**config.mk**
```make
export PLATFORM = sky130hd
export DESIGN_NAME = logic_fu_pipe
export DESIGN_NICKNAME = d
export VERILOG_FILES = /design/src/rtl/logic_fu_pkg.sv /design/src/rtl/logic_unit_comb.sv /design/src/rtl/logic_fu_pipe.sv
export SDC_FILE = /design/constraint.sdc
export NUM_CORES = 1
export LEC_CHECK = 0
export BUFFER_PORTS_ARGS = -buffer_cell sky130_fd_sc_hd__buf_2
export CAP_MARGIN = 20
export CORE_ASPECT_RATIO = 0.9
export CORE_MARGIN = 5
export CORE_UTILIZATION = 56
export CTS_BUF_LIST = sky130_fd_sc_hd__clkbuf_8
export DETAILED_ROUTE_END_ITERATION = 10
export GPL_TIMING_DRIVEN = 0
export PLACE_DENSITY = 0.87
export SKIP_CTS_REPAIR_TIMING = 1
export SLEW_MARGIN = 20
export SYNTH_ARGS = -nofsm -noshare
export SYNTH_HDL_FRONTEND = slang
export SYNTH_SLANG_ARGS = --single-unit
```
**constraint.sdc**
```tcl
create_clock -name clk -period 2.41 [get_ports clk]
set_input_delay 0 -clock clk [delete_from_list [all_inputs] [get_ports clk]]
set_output_delay 0 -clock clk [all_outputs]
set_load 0.005 [all_outputs]
```
**src/rtl/logic_fu_pkg.sv**
```systemverilog
// Shared types for the logical functional unit: opcode encoding and the
// per-stage payload layouts of the two-stage pipeline.
package logic_fu_pkg;

  localparam int XLEN_DEF  = 64;
  localparam int TAG_W_DEF = 6;

  typedef enum logic [2:0] {
    OP_AND   = 3'd0,
    OP_OR    = 3'd1,
    OP_XOR   = 3'd2,
    OP_NOR   = 3'd3,
    OP_NAND  = 3'd4,
    OP_XNOR  = 3'd5,
    OP_ANDN  = 3'd6,
    OP_PASSA = 3'd7
  } logic_op_e;

  typedef struct packed {
    logic_op_e              op;
    logic [TAG_W_DEF-1:0]   tag;
    logic [XLEN_DEF-1:0]    a;
    logic [XLEN_DEF-1:0]    b;
  } s1_entry_t;

  typedef struct packed {
    logic [TAG_W_DEF-1:0]   tag;
    logic [XLEN_DEF-1:0]    result;
    logic                   zero;
  } s2_entry_t;

endpackage

```
**src/rtl/logic_unit_comb.sv**
```systemverilog
// Purely combinational bitwise datapath: evaluates the opcode on two operands
// and flags an all-zero result.
module logic_unit_comb
  import logic_fu_pkg::*;
#(
  parameter int XLEN = XLEN_DEF
) (
  input  logic_op_e       op_i,
  input  logic [XLEN-1:0] a_i,
  input  logic [XLEN-1:0] b_i,
  output logic [XLEN-1:0] result_o,
  output logic            zero_o
);

  always_comb begin
    result_o = a_i;
    case (op_i)
      OP_AND:   result_o = a_i & b_i;
      OP_OR:    result_o = a_i | b_i;
      OP_XOR:   result_o = a_i ^ b_i;
      OP_NOR:   result_o = ~(a_i | b_i);
      OP_NAND:  result_o = ~(a_i & b_i);
      OP_XNOR:  result_o = ~(a_i ^ b_i);
      OP_ANDN:  result_o = a_i & ~b_i;
      OP_PASSA: result_o = a_i;
      default:  result_o = a_i;
    endcase
  end

  assign zero_o = (result_o == '0);

endmodule

```
**src/rtl/logic_fu_pipe.sv**
```systemverilog
// Two-stage logical functional unit: S1 registers the issued operands, S2
// registers the result for the CDB, with back-pressure and mispredict flush.
module logic_fu_pipe
  import logic_fu_pkg::*;
#(
  parameter int XLEN  = XLEN_DEF,
  parameter int TAG_W = TAG_W_DEF
) (
  input  logic             clk,
  input  logic             reset,
  input  logic             flush,
  input  logic             in_valid,
  output logic             in_ready,
  input  logic [2:0]       in_op,
  input  logic [TAG_W-1:0] in_tag,
  input  logic [XLEN-1:0]  in_a,
  input  logic [XLEN-1:0]  in_b,
  output logic             out_valid,
  input  logic             out_ready,
  output logic [TAG_W-1:0] out_tag,
  output logic [XLEN-1:0]  out_result,
  output logic             out_zero,
  output logic             busy
);

  logic      s1_valid_q, s1_valid_d;
  logic      s2_valid_q, s2_valid_d;
  s1_entry_t s1_q, s1_d;
  s2_entry_t s2_q, s2_d;

  logic            s2_adv;
  logic            accept;
  logic            s1_move;
  logic [XLEN-1:0] alu_result;
  logic            alu_zero;

  logic_unit_comb #(
    .XLEN(XLEN)
  ) u_logic_unit (
    .op_i     (s1_q.op),
    .a_i      (s1_q.a),
    .b_i      (s1_q.b),
    .result_o (alu_result),
    .zero_o   (alu_zero)
  );

  assign s2_adv   = !s2_valid_q || out_ready;
  // Reset is folded in so the issue slot sees no acceptance during the reset cycle.
  assign in_ready = !reset && !flush && (!s1_valid_q || s2_adv);
  assign accept   = in_valid && in_ready;
  assign s1_move  = s1_valid_q && s2_adv && !flush;

  always_comb begin
    s1_valid_d = s1_valid_q;
    s2_valid_d = s2_valid_q;
    s1_d       = s1_q;
    s2_d       = s2_q;
    if (flush) begin
      s1_valid_d = 1'b0;
      s2_valid_d = 1'b0;
    end else begin
      if (s1_move) begin
        s2_valid_d  = 1'b1;
        s2_d.tag    = s1_q.tag;
        s2_d.result = alu_result;
        s2_d.zero   = alu_zero;
      end else if (out_ready) begin
        s2_valid_d = 1'b0;
      end
      if (accept) begin
        s1_valid_d = 1'b1;
        s1_d.op    = logic_op_e'(in_op);
        s1_d.tag   = in_tag;
        s1_d.a     = in_a;
        s1_d.b     = in_b;
      end else if (s1_move) begin
        s1_valid_d = 1'b0;
      end
    end
  end

  always_ff @(posedge clk) begin
    if (reset) begin
      s1_valid_q <= 1'b0;
      s2_valid_q <= 1'b0;
      s1_q       <= '0;
      s2_q       <= '0;
    end else begin
      s1_valid_q <= s1_valid_d;
      s2_valid_q <= s2_valid_d;
      s1_q       <= s1_d;
      s2_q       <= s2_d;
    end
  end

  assign out_valid  = s2_valid_q;
  assign out_tag    = s2_q.tag;
  assign out_result = s2_q.result;
  assign out_zero   = s2_q.zero;
  assign busy       = s1_valid_q | s2_valid_q;

endmodule

```
# Yosys cells after proc, flatten, opt, wreduce, memory -nomap -nowiden
# Index checks and enable logic that the tools add are counted.
[totals]
register_bits = 210
latch_bits = 0
ramBits = 0
rom_bits = 0
input_bits = 142
out_inout_bits = 74
elab_cells = 49
memories = 0
[op_classes]
add_sub_neg = 0
multipliers = 0
div_mod_pow = 0
order_cmp = 0
eq_ne = 7
shift = 0
mux = 5
n_bitwise = 10
n_reduce_logical = 18
[ops]
columns = ["operator", "n"]
rows = [
  ["case mux 64 bit (8 select lines)", 1],
  ["NOT 64 bit", 4],
  ["AND 64 bit", 2],
  ["zero test 64 bit", 1],
  ["OR 64 bit", 1],
  ["bitwise XOR 64 bit", 1],
  ["== test 3 bit, second input constant", 4],
  ["== test 3 x 2 -> 1 bit, second input constant", 2],
  ["logical AND 1 bit", 5],
  ["zero test 1 bit", 4],
  ["2-to-1 mux 1 bit", 4],
  ["AND reduction 2 bit", 2],
  ["nonzero test 2 bit", 2],
  ["== test 3 x 1 -> 1 bit, second input constant", 1],
  ["zero test 3 bit", 1],
  ["logical OR 1 bit", 2],
  ["OR reduction 2 bit", 1],
  ["NOT 1 bit", 1],
  ["OR 1 bit", 1],
]

# Logic depth before layout (Yosys ltp)
[logic_depth]
ltp_word = 6
ltp_mapped = 11
ltp_nobuf = 9

# By module
# Synthesis repeated with hierarchy kept, for this count alone.
[hier_totals]
cells_unflattened = 1710
hier_area_um2 = 15267.1
[modules_own_cells]
columns = ["mod", "n_inst", "cells_per_inst", "area_each_um2", "seq_area_each_um2"]
rows = [
  ["logic_fu_pipe", 1, 778, 8164.1, 4204.0],
  ["logic_unit_comb", 1, 932, 7103.1, 0.0],
]

# Worst setup path after synthesis
# Ideal clock, no wire load.
[synth_timing]
kind = "register to register"
from = "register s1_q[107] (netlist name)"
to = "register s2_q, in the netlist out_zero"
setup_ns = 0.084
arrival_time_ns = 2.139
t_required_ns = 2.326
slack_ns = 0.187
path_stages_with_launch = 10
n_path_buf = 0
period_less_slack_ns = 2.223
path_cell_list = "dfxtp_1 > inv_1 > ha_1 > nand2b_1 > a32o_1 > a211oi_1 > o22a_1 > nor4b_1 > or3b_1 > o31ai_2"
[synth_between]
elab_chain_cells = 4
word_cells_on_any_way = 9
classes_between = "mux: 1; bitwise: 7; reduce/logical: 1"
[synth_lines]
columns = ["element", "line", "source"]
rows = [
  ["start: declaration", "logic_fu_pipe.sv:28", "s1_entry_t s1_q, s1_d;"],
  ["start signal: assignment", "logic_fu_pipe.sv:86", "s1_q <= '0;"],
  ["start signal: assignment", "logic_fu_pipe.sv:91", "s1_q <= s1_d;"],
  ["bitwise XOR 64 bit (tied with other cells)", "logic_unit_comb.sv:20, logic_unit_comb.sv:23", ""],
  ["NOT 64 bit, on equally long branches", "logic_unit_comb.sv:23, logic_unit_comb.sv:21, logic_unit_comb.sv:22", ""],
  ["case mux 64 bit (8 select lines) *", "logic_unit_comb.sv:17", "case (op_i)"],
  ["zero test 64 bit *", "logic_unit_comb.sv:30", "assign zero_o = (result_o == '0);"],
  ["end signal: assignment", "logic_fu_pipe.sv:87", "s2_q <= '0;"],
  ["end signal: assignment", "logic_fu_pipe.sv:92", "s2_q <= s2_d;"],
  ["end: declaration", "logic_fu_pipe.sv:29", "s2_entry_t s2_q, s2_d;"],
]
# Every way passes the cells marked *; elsewhere a longest branch is shown, timed or not.
# A chain may end at the register's enable or synchronous reset.

# Final worst setup path
[layout_timing]
from = "register s1_q[135] (netlist name)"
to = "register s2_q, in the netlist out_zero"
[layout_between]
elab_chain_cells = 3
word_cells_on_any_way = 10
classes_between = "eq/ne: 7; mux: 1; reduce/logical: 2"
[layout_lines]
columns = ["element", "line"]
rows = [
  ["== test 3 bit (tied with other cells)", "logic_unit_comb.sv:17"],
  ["case mux 64 bit (8 select lines) *", "logic_unit_comb.sv:17"],
  ["zero test 64 bit *", "logic_unit_comb.sv:30"],
]
# Marked as above.

==> summary.txt <==
Synthesis
  – Mean Syn Cell Area: between 7 and 8 um^2
  – Syn nets: about 2100
  – EDFF count, synth: 0
  – Mapped Area: about 14000 um^2
  – Yosys cell types: 64
  – Top FF cell, synth: dfxtp_1
  – Post-synthesis register bit count: 210
  – Mapped Cells: roughly 1800
  – Yosys warns: 0
  – Sequential element share of the synthesized area: 29.4%
  – Post-synth ARST share: 0%

CTS
  – Clock slew at reported path FFs: 0.07 ns
  – TritonCTS Buffers: 34
  – # clock sinks: 210
  – H-Tree Level Count: 2
  – Worst skew pair latency: about 0.55 ns
  – Clock root cell: clkbuf_8
  – CTS tree: built
  – Longest Clk Path Bufs: 3

Hold path
  – Hold WC Path Type: input port to register
  – Worst hold path depth: 4
  – Hold Path End: s1_q[94]
  – Hold path start: in_a[30]

Layout
  – Filler instances: 1805
  – Fin util: ~73%
  – Share of cells above drive strength 1: just under 20%
  – Area of the multi-input gates: ~9000 um^2
  – Net count, final: about 2600
  – Most common cell after layout, fill and taps aside: nand2_1
  – FF/Latch Area: ~4200 um^2
  – Most frequent cells in the layout: nand2_1 (350), buf_2 (224), a21oi_1 (212), dfxtp_1 (207), ha_1 (192)
  – Area Growth Syn to Fin: 28.5%

Global route
  – GRT overflow: 0
  – Global routing usage on met1: ~45%
  – Met3 GRT Util: 9.27%
  – Tot GR Track Use: between 30% and 40%
  – First-pass GRT wire length: roughly 77 mm
  – Largest net degree at the start of global routing: 11
  – Initial antenna violation count: 0
  – Gr busiest metal: met2
  – Vias in the first global route: about 14000
  – Met2 GRT Util: approximately 53%

Route
  – Initial DRC count: between 2000 and 2500
  – Post-route ant nets: 0
  – # DRC: 0
  – Detailed-route wire length: about 57 mm
  – Vias: between 15000 and 20000
  – DR WL/cell: between 20 and 25 um
  – Detailed-router iteration count before antenna repair: 7
  – Via density: a little over 6

STA
  – Hold Vio Cnt, Final: 0
  – Slew Limit Fails: 0
  – Worst Tran Pin Value: about 0.85 ns
  – Fmax: slightly below 400 MHz
  – Setup ws final: -0.184 ns
  – Final Critical Period: between 2 and 3 ns
  – Relative slew slack: a little over two fifths
  – Hold_ws: between 0.2 and 0.25 ns
  – Final period util: 108%
  – Final Setup Violations: 5
  – Unrepaired setup endpoints after global routing: true
  – Clk_skew: 0.0265 ns

Critical path
  – Startpoint types: register
  – Kind of end point of the critical path: register
  – FF-to-FF path depth: 11
  – Cell chain of the critical path: buf_6 -> buf_8 -> buf_8 -> buf_6 -> o21ai_0 -> a221oi_2 -> buf_4 -> nand4_1 -> nor4_2 -> nand4_1 -> o31ai_2
  – Data required time at the worst endpoint: 2.88 ns
  – Crit path from: s1_q[135]
  – Crit-path slowest cell: dfxtp_2
  – Worst setup path class: register to register
  – Largest stage delay on the critical path: roughly 0.37 ns
  – R2R Path End: out_zero
  – Worst Path Max Fanout: 10
  – Reg2Reg Launch Point: s1_q[135]
  – Critical path data arrival time: 3.06 ns
  – R2R Setup Slk: -0.18 ns

Run
  – MaxCap Viol Count: 0

Power and ir drop
  – Pwr/cell area: ~470 nW/um^2
  – Worst VDD drop: 0.366 mV
  – Comb pwr share: between 10% and 20%
  – Leak Pwr: roughly 8 nW
  – Internal Power: 0.00607 W
  – Clock group share of total power: a little under two fifths
  – Sw Share: 29.9%
  – Sequential Power Share: 42.6%
  – Psw: ~0.0026 W

Placement
  – Final HPWL DP: approximately 39 mm
  – # port buffers: roughly 220
  – RePlAce Congestion: 1.04

Floorplan
  – Io pins: 216
  – Initial Util: 56.8%
  – Die height: roughly 160 um
  – Cell Rows: 55
  – Die area: between 20000 and 30000 um^2
  – CORE AREA: roughly 25000 um^2
  – Die X: approximately 180 um

Outcome
  – Violated checks: setup timing
  – Status: finished with violations
## sequential cells by signal (all words and copies together) (netlist names)
name,flops
s1_q,137
out_result,64
out_tag,6
out_valid,1
out_zero,1
s1_valid_q,1
## logic make-up after synthesis
logic type	Yosys count	synth area share (%)
simple gates	566	16.5
compound gates	453	20.0
fa+ha+maj	192	16.8
flops	210	29.4
mux	64	5.37
buf+inv	279	9.01
xor+xnor	49	3.00
## how the worst max path moves through the flow
stage               end
3_3_place_gp   out_zero
2_1_floorplan  out_zero
6_report       out_zero
3_5_place_dp   out_zero
4_1_cts        out_zero
5_1_grt        out_zero
## critical path, delay by kind of cell, from the launching register on
family / cells / cell delay [ns]
DFF: 1 / 0.37
AOI/OAI and AO/OA: 3 / 0.64
and+or+nand+nor: 3 / 0.63
buffers and inverters: 5 / 0.87
## cell usage after synthesis (3+ instances only)
cell	n	area share (%)
inv_1	143	3.8
nand2b_1	18	0.79
clkbuf_1	78	2.0
or2_2	4	0.17
nor2_1	121	3.2
o21ai_0	46	1.6
o32ai_1	6	0.37
nor3_1	15	0.52
xor2_1	38	2.3
a21o_1	8	0.42
and2_1	3	0.13
o221ai_1	8	0.49
nand2_1	352	9.2
buf_6	15	1.2
nor2b_1	23	1.0
a21oi_1	212	7.4
a22oi_1	8	0.42
nand4_1	10	0.44
ha_1	192	17
a32oi_1	9	0.55
o22ai_1	32	1.4
a311oi_1	4	0.24
buf_8	3	0.31
xnor2_1	11	0.67
a31oi_1	3	0.13
o21a_1	11	0.58
mux2i_1	52	3.6
nand3_1	6	0.21
o22a_1	6	0.37
o221a_2	10	0.79
dfxtp_1	210	29
buf_4	14	0.73
mux4_2	10	1.6
buf_2	21	0.73
nor4_1	3	0.13
buf_1	4	0.10
a211oi_1	57	3.0
a221oi_1	12	0.73
## power groups by stage
stage               logic, W  clock network, W  registers (W)
floorplan           0.000833                 0        0.00372
global placement     0.00128                 0        0.00375
detailed placement   0.00132                 0        0.00376
CTS                  0.00133           0.00328        0.00368
global route         0.00177           0.00345        0.00370
finish               0.00168           0.00329        0.00369
## final cells by class
type | count | area share (%)
buffer | 134 | 4.61
sequential | 210 | 22.9
inverter | 143 | 2.92
tap | 342 | 2.33
timing repair buffer | 372 | 14.2
clock inverter | 19 | 0.797
clock buffer | 41 | 3.07
multi-input combinational | 1324 | 49.2
antenna | 1 | 0.0136
## metal layers
metal,up-vias,wire (um)
li1,6948,-
met5,-,0
met3,316,8130
met1,7361,20900
met2,1237,24900
met4,0,3420
## per-stage QoR
| stage | std cells | power [W] | cell area, um^2 | worst slack [ns] | setup TNS, ns |
|---|---|---|---|---|---|
| 4_1_cts | 2430 | 0.00830 | 16500 | -0.556 | -33.04 |
| 5_1_grt | 2585 | 0.00893 | 18400 | -0.217 | -1.60 |
| 3_5_place_dp | 2370 | 0.00508 | 15800 | -0.550 | -28.25 |
| 6_report | 2586 | 0.00866 | 18400 | -0.184 | -0.280 |
| 2_1_floorplan | 1813 | 0.00455 | 14300 | 0.187 | 0 |
| 3_3_place_gp | 2370 | 0.00503 | 15800 | -0.558 | -16.21 |
No activity file was read; power rests on OpenSTA's default activity.
